File: config.mk
export PLATFORM = sky130hd
export DESIGN_NAME = rng_addr_gen
export DESIGN_NICKNAME = d
export VERILOG_FILES = /design/src/rtl/rng_addr_gen.sv
export SDC_FILE = /design/constraint.sdc
export NUM_CORES = 1
export LEC_CHECK = 0
export ABC_AREA = 1
export CORE_UTILIZATION = 54
export DETAILED_ROUTE_END_ITERATION = 7
export GPL_ROUTABILITY_DRIVEN = 0
export PLACE_DENSITY = 0.81
export SYNTH_ARGS = -nofsm -noshare
export SYNTH_HDL_FRONTEND = slang
export SYNTH_SLANG_ARGS = --single-unit
File: constraint.sdc
create_clock -name clk -period 3.1 [get_ports clk]
set_input_delay 0.31 -clock clk [delete_from_list [all_inputs] [get_ports clk]]
set_output_delay 0.31 -clock clk [all_outputs]
set_load 0.02 [all_outputs]
File: src/rtl/rng_addr_gen.sv
// RNG consumer: filters 19-bit indices against a line region, scales them to byte addresses and
// issues them as a single-slot request stream. Define RNG_ADDR_GEN_STATS_EN for skipped/stalls counters.
module rng_addr_gen #(
  parameter int unsigned ADDR_W    = 64,
  parameter int unsigned LINE_LOG2 = 6,
  parameter int unsigned CNT_W     = 32
) (
  input  logic              clk,
  input  logic              rst_n,
  input  logic              start,
  input  logic [ADDR_W-1:0] cfg_base,
  input  logic [19:0]       cfg_num_lines,
  input  logic [CNT_W-1:0]  cfg_count,
  input  logic              rng_ready,
  input  logic [18:0]       rng_data,
  output logic              rng_next,
  output logic              req_valid,
  input  logic              req_ready,
  output logic [ADDR_W-1:0] req_addr,
  output logic              busy,
  output logic              done,
`ifdef RNG_ADDR_GEN_STATS_EN
  output logic [CNT_W-1:0]  skipped,
  output logic [CNT_W-1:0]  stalls,
`endif
  output logic [CNT_W-1:0]  issued
);

  typedef enum logic [1:0] {S_IDLE, S_RUN, S_DRAIN, S_DONE} state_t;

  localparam logic [CNT_W-1:0] ONE = CNT_W'(1);

  state_t            state, state_nxt;
  logic [ADDR_W-1:0] base_q;
  logic [19:0]       lines_q;
  logic [CNT_W-1:0]  count_q;
  logic [CNT_W-1:0]  loaded;
  logic [ADDR_W-1:0] idx_ext;
  logic [ADDR_W-1:0] line_off;
  logic              start_ok, cfg_empty, pop, accept, hs, hs_last;

  assign start_ok  = start && (state == S_IDLE || state == S_DONE);
  assign cfg_empty = (count_q == '0) || (lines_q == '0);

  // Empty regions never pull, so a zero-size run finishes without touching the RNG.
  assign rng_next = (state == S_RUN) && rng_ready && !cfg_empty && (loaded < count_q)
                    && (!req_valid || req_ready);
  assign pop      = rng_next;
  assign accept   = pop && ({1'b0, rng_data} < lines_q);
  assign hs       = req_valid && req_ready;
  assign hs_last  = hs && ((issued + ONE) == count_q);

  assign idx_ext  = {{(ADDR_W-19){1'b0}}, rng_data};
  assign line_off = idx_ext << LINE_LOG2;

  assign busy = (state == S_RUN) || (state == S_DRAIN);
  assign done = (state == S_DONE);

  always_comb begin
    state_nxt = state;
    case (state)
      S_IDLE, S_DONE: if (start) state_nxt = S_RUN;
      // The final handshake can land while still in RUN when the last index fills the slot.
      S_RUN: begin
        if (cfg_empty || hs_last)  state_nxt = S_DONE;
        else if (loaded == count_q) state_nxt = S_DRAIN;
      end
      S_DRAIN: if (hs_last) state_nxt = S_DONE;
      default: state_nxt = S_IDLE;
    endcase
  end

  always_ff @(posedge clk) begin
    if (!rst_n) begin
      state     <= S_IDLE;
      req_valid <= 1'b0;
      req_addr  <= '0;
      issued    <= '0;
      loaded    <= '0;
      base_q    <= '0;
      lines_q   <= '0;
      count_q   <= '0;
    end else begin
      state <= state_nxt;
      if (start_ok) begin
        base_q  <= cfg_base;
        lines_q <= cfg_num_lines;
        count_q <= cfg_count;
        issued  <= '0;
        loaded  <= '0;
      end else begin
        if (hs) issued <= issued + ONE;
        if (accept) begin
          req_valid <= 1'b1;
          req_addr  <= base_q + line_off;
          loaded    <= loaded + ONE;
        end else if (hs) begin
          req_valid <= 1'b0;
        end
      end
    end
  end

`ifdef RNG_ADDR_GEN_STATS_EN
  always_ff @(posedge clk) begin
    if (!rst_n || start_ok) begin
      skipped <= '0;
      stalls  <= '0;
    end else begin
      if (pop && !accept) skipped <= skipped + ONE;
      if (busy && req_valid && !req_ready) stalls <= stalls + ONE;
    end
  end
`endif

endmodule

==> flow_summary.json <==
{
  "num_rows": 59,
  "mostFrequentLayoutCell": "nand2_1",
  "dr.first_iter.drc_count": 1568,
  "fin_skew_ns": 0.0141,
  "reg2reg_depth": 15,
  "drtPass1Iterations": 7,
  "numCtsBuffers": 27,
  "violations": "DRC",
  "holdPathStages": 4,
  "power_switching_uw": 4620,
  "crit_path_end_kind": "output pin",
  "grt_max_degree": 143,
  "synth_cell_types": 50,
  "multi_input_area_um2": 8410,
  "p_clk_share_pct": 28.6,
  "coreArea_um2": 26200,
  "drc": 18,
  "ios": 240,
  "path_max_fanout": 6,
  "grt_pass1_wl_mm": 74.9,
  "slew_headroom_pct": 59.9,
  "clk_pin_slew_worst_paths_ns": 0.06,
  "p_seq_share_pct": 35.2,
  "p_int_uw": 7490,
  "layout.area.seq_um2": 4940,
  "p_comb_share_pct": 36.1,
  "setup_viol": 0,
  "htree_levels": 1,
  "reg2reg_from": "count_q[3]",
  "setup_slack_ns": 0.228,
  "min-delay-start": "rst_n",
  "grt_use_total_pct": 33.2,
  "rsz0062_at_grt": "false",
  "startpoint": "count_q[3]",
  "yosys.area.top_type": "dfxtp_1",
  "swShare_pct": 38.1,
  "yosysSeqAreaShare_pct": 34.0,
  "die-area_um2": 27600,
  "dr_total_vias": 15600,
  "hold_path_end": "count_q[24]",
  "use_met3_pct": 3.91,
  "path_class": "flip-flop to output pin",
  "die_w_um": 166,
  "tritoncts": "yes",
  "place_ws_ns": -0.0120,
  "fillers": 2131,
  "use_met2_pct": 56.9,
  "totalPowerFinal_uw": 12100,
  "cellPowerDensity_nw_per_um2": 655,
  "clock-root-buffer": "clkbuf_16",
  "grt_pass1_vias": 14900,
  "synth.area.top_cells": "dfxtp_1, nand2_1, a21oi_1, nor2_1, ha_1",
  "avgSynthCellArea_um2": 6.73,
  "drtAntennaViolNets": 0,
  "worst_slew_pin_slew_ns": 0.602,
  "yosysTopAreaCellShare_pct": 34.0,
  "synth_cells": 2161,
  "syn_to_final_growth_pct": 27.1,
  "ctsResizeCount": 2,
  "fmax_mhz": 348,
  "run_status": "finished, violations left",
  "avgViaCountPerCell": 5.67,
  "period_share_pct": 92.6,
  "finalCriticalPeriod_ns": 2.87,
  "power_leakage_uw": 0.00768,
  "ys_ff_latch": 247,
  "peakVddDrop_v": 0.000534,
  "postCtsSetupRepairBufs": 0,
  "grt.met1_usage_pct": 41.2,
  "insertion_delay_ns": 0.56,
  "syn_area_um2": 14500,
  "yosysWarnings": 0,
  "hold_class": "primary input to flip-flop",
  "start_util_pct": 55.5,
  "antenna_found_initial": 1,
  "critPathRequiredTime_ns": 2.79,
  "overflow": 0,
  "nets": 2615,
  "portBuffers": 239,
  "dp.final_hpwl_mm": 34.8,
  "max_cap_violations": 0,
  "fin_util_pct": 70.5,
  "grt_most_used_layer": "met2",
  "synth_nets": 2376,
  "routed_wirelength_mm": 47.0,
  "die-height_um": 166,
  "r2r-end": "loaded[18]",
  "ff2ff_setup_slack_ns": 0.30,
  "drive_above_1_share_pct": 5.38,
  "clockBufferDepth": 3,
  "cp.arrival_ns": 2.56,
  "avgRoutedWirePerCell_um": 17.1,
  "report.final.hold_viol_count": 0,
  "cts_hold_buf": 0,
  "cts_sinks": 247,
  "slew_violations": 0,
  "start_kind": "flip-flop",
  "final_cell_mix": "nand2_1, nor2_1, dfxtp_1"
}
per-layer routing:
layer	vias up	share of wire (%)
met5	-	0
met4	0	5.5
met3	159	7.4
met2	774	47
met1	7107	40
li1	7584	-
cell usage after synthesis, drive strengths merged:
cell type	instances
o22ai	1
nor4	20
xor2	72
o221ai	1
a21boi	2
o21ai	173
clkbuf	68
nor2	265
a211oi	2
or2	5
xnor2	15
nand3b	3
a221oi	1
nand3	128
xnor3	3
a21oi	218
clkinv	1
and2	2
buf	12
dfxtp	247
a31oi	11
ha	74
nor4b	2
nor3	40
o211ai	16
o2111ai	1
o2111a	1
and3	2
o21a	4
nand2	483
inv	236
a21o	5
fa	1
nor3b	4
nand4	42
worst max path at each step:
stage | end | cells after the start | slack, ns
6_report | rng_next | 10 | 0.23
2_1_floorplan | req_addr[56] | 14 | 0.82
3_5_place_dp | req_addr[59] | 13 | -0.01
3_3_place_gp | req_addr[59] | 13 | -0.02
4_1_cts | rng_next | 10 | 0.05
5_1_grt | loaded[14] | 16 | 0.0004
metrics by stage:
stage	std cells	hold WS, ns	cell area (um^2)	TNS (ns)
6_report	2754	0.328	18500	0
2_1_floorplan	2161	0.440	14500	0
3_5_place_dp	2706	0.456	17500	-0.0120
5_1_grt	2753	0.383	18500	0
4_1_cts	2753	0.357	18500	0
3_3_place_gp	2706	0.447	17500	-0.0181
power by group through the flow:
stage,combinational [uW],clock [uW],sequential [uW]
global placement,4160,0,4280
finish,4370,3470,4270
floorplan,2730,0,4260
global route,4820,3620,4320
CTS,4310,3500,4250
detailed placement,4260,0,4300
registers in the layout, indices dropped and copies added (netlist names):
| register | cells |
|---|---|
| base_q | 64 |
| count_q | 32 |
| issued | 32 |
| lines_q | 20 |
| loaded | 32 |
| req_addr | 64 |
| req_valid | 1 |
| state | 2 |
worst max-delay path: stages (launching register included):
cell and delay [ns]:
dfxtp_1 0.37, inv_1 0.09, ha_1 0.31, a21oi_1 0.14, o21ai_1 0.09, nand2_1 0.07, o211ai_1 0.08, and2_0 0.14
o21ai_1 0.18, nor3b_4 0.33, buf_4 0.21
cells by family after synthesis:
kind of cell	Yosys count	synth area share (%)
xor gates and xnor gates	90	5.70
and+or+nand+nor	996	29.8
DFF	247	34.0
buffers and inverters	317	8.27
AOI/OAI and AO/OA	436	15.8
adders and majority gates	75	6.50
final cells by class:
class / count / area share, %
sequential: 247 / 26.8
inverter: 237 / 4.81
multi-input combinational: 1597 / 45.5
timing repair buffer: 290 / 15.4
tap: 335 / 2.27
clock inverter: 9 / 0.765
clock buffer: 38 / 4.47
antenna: 1 / 0.0135
No activity file was read; power rests on OpenSTA's default activity.
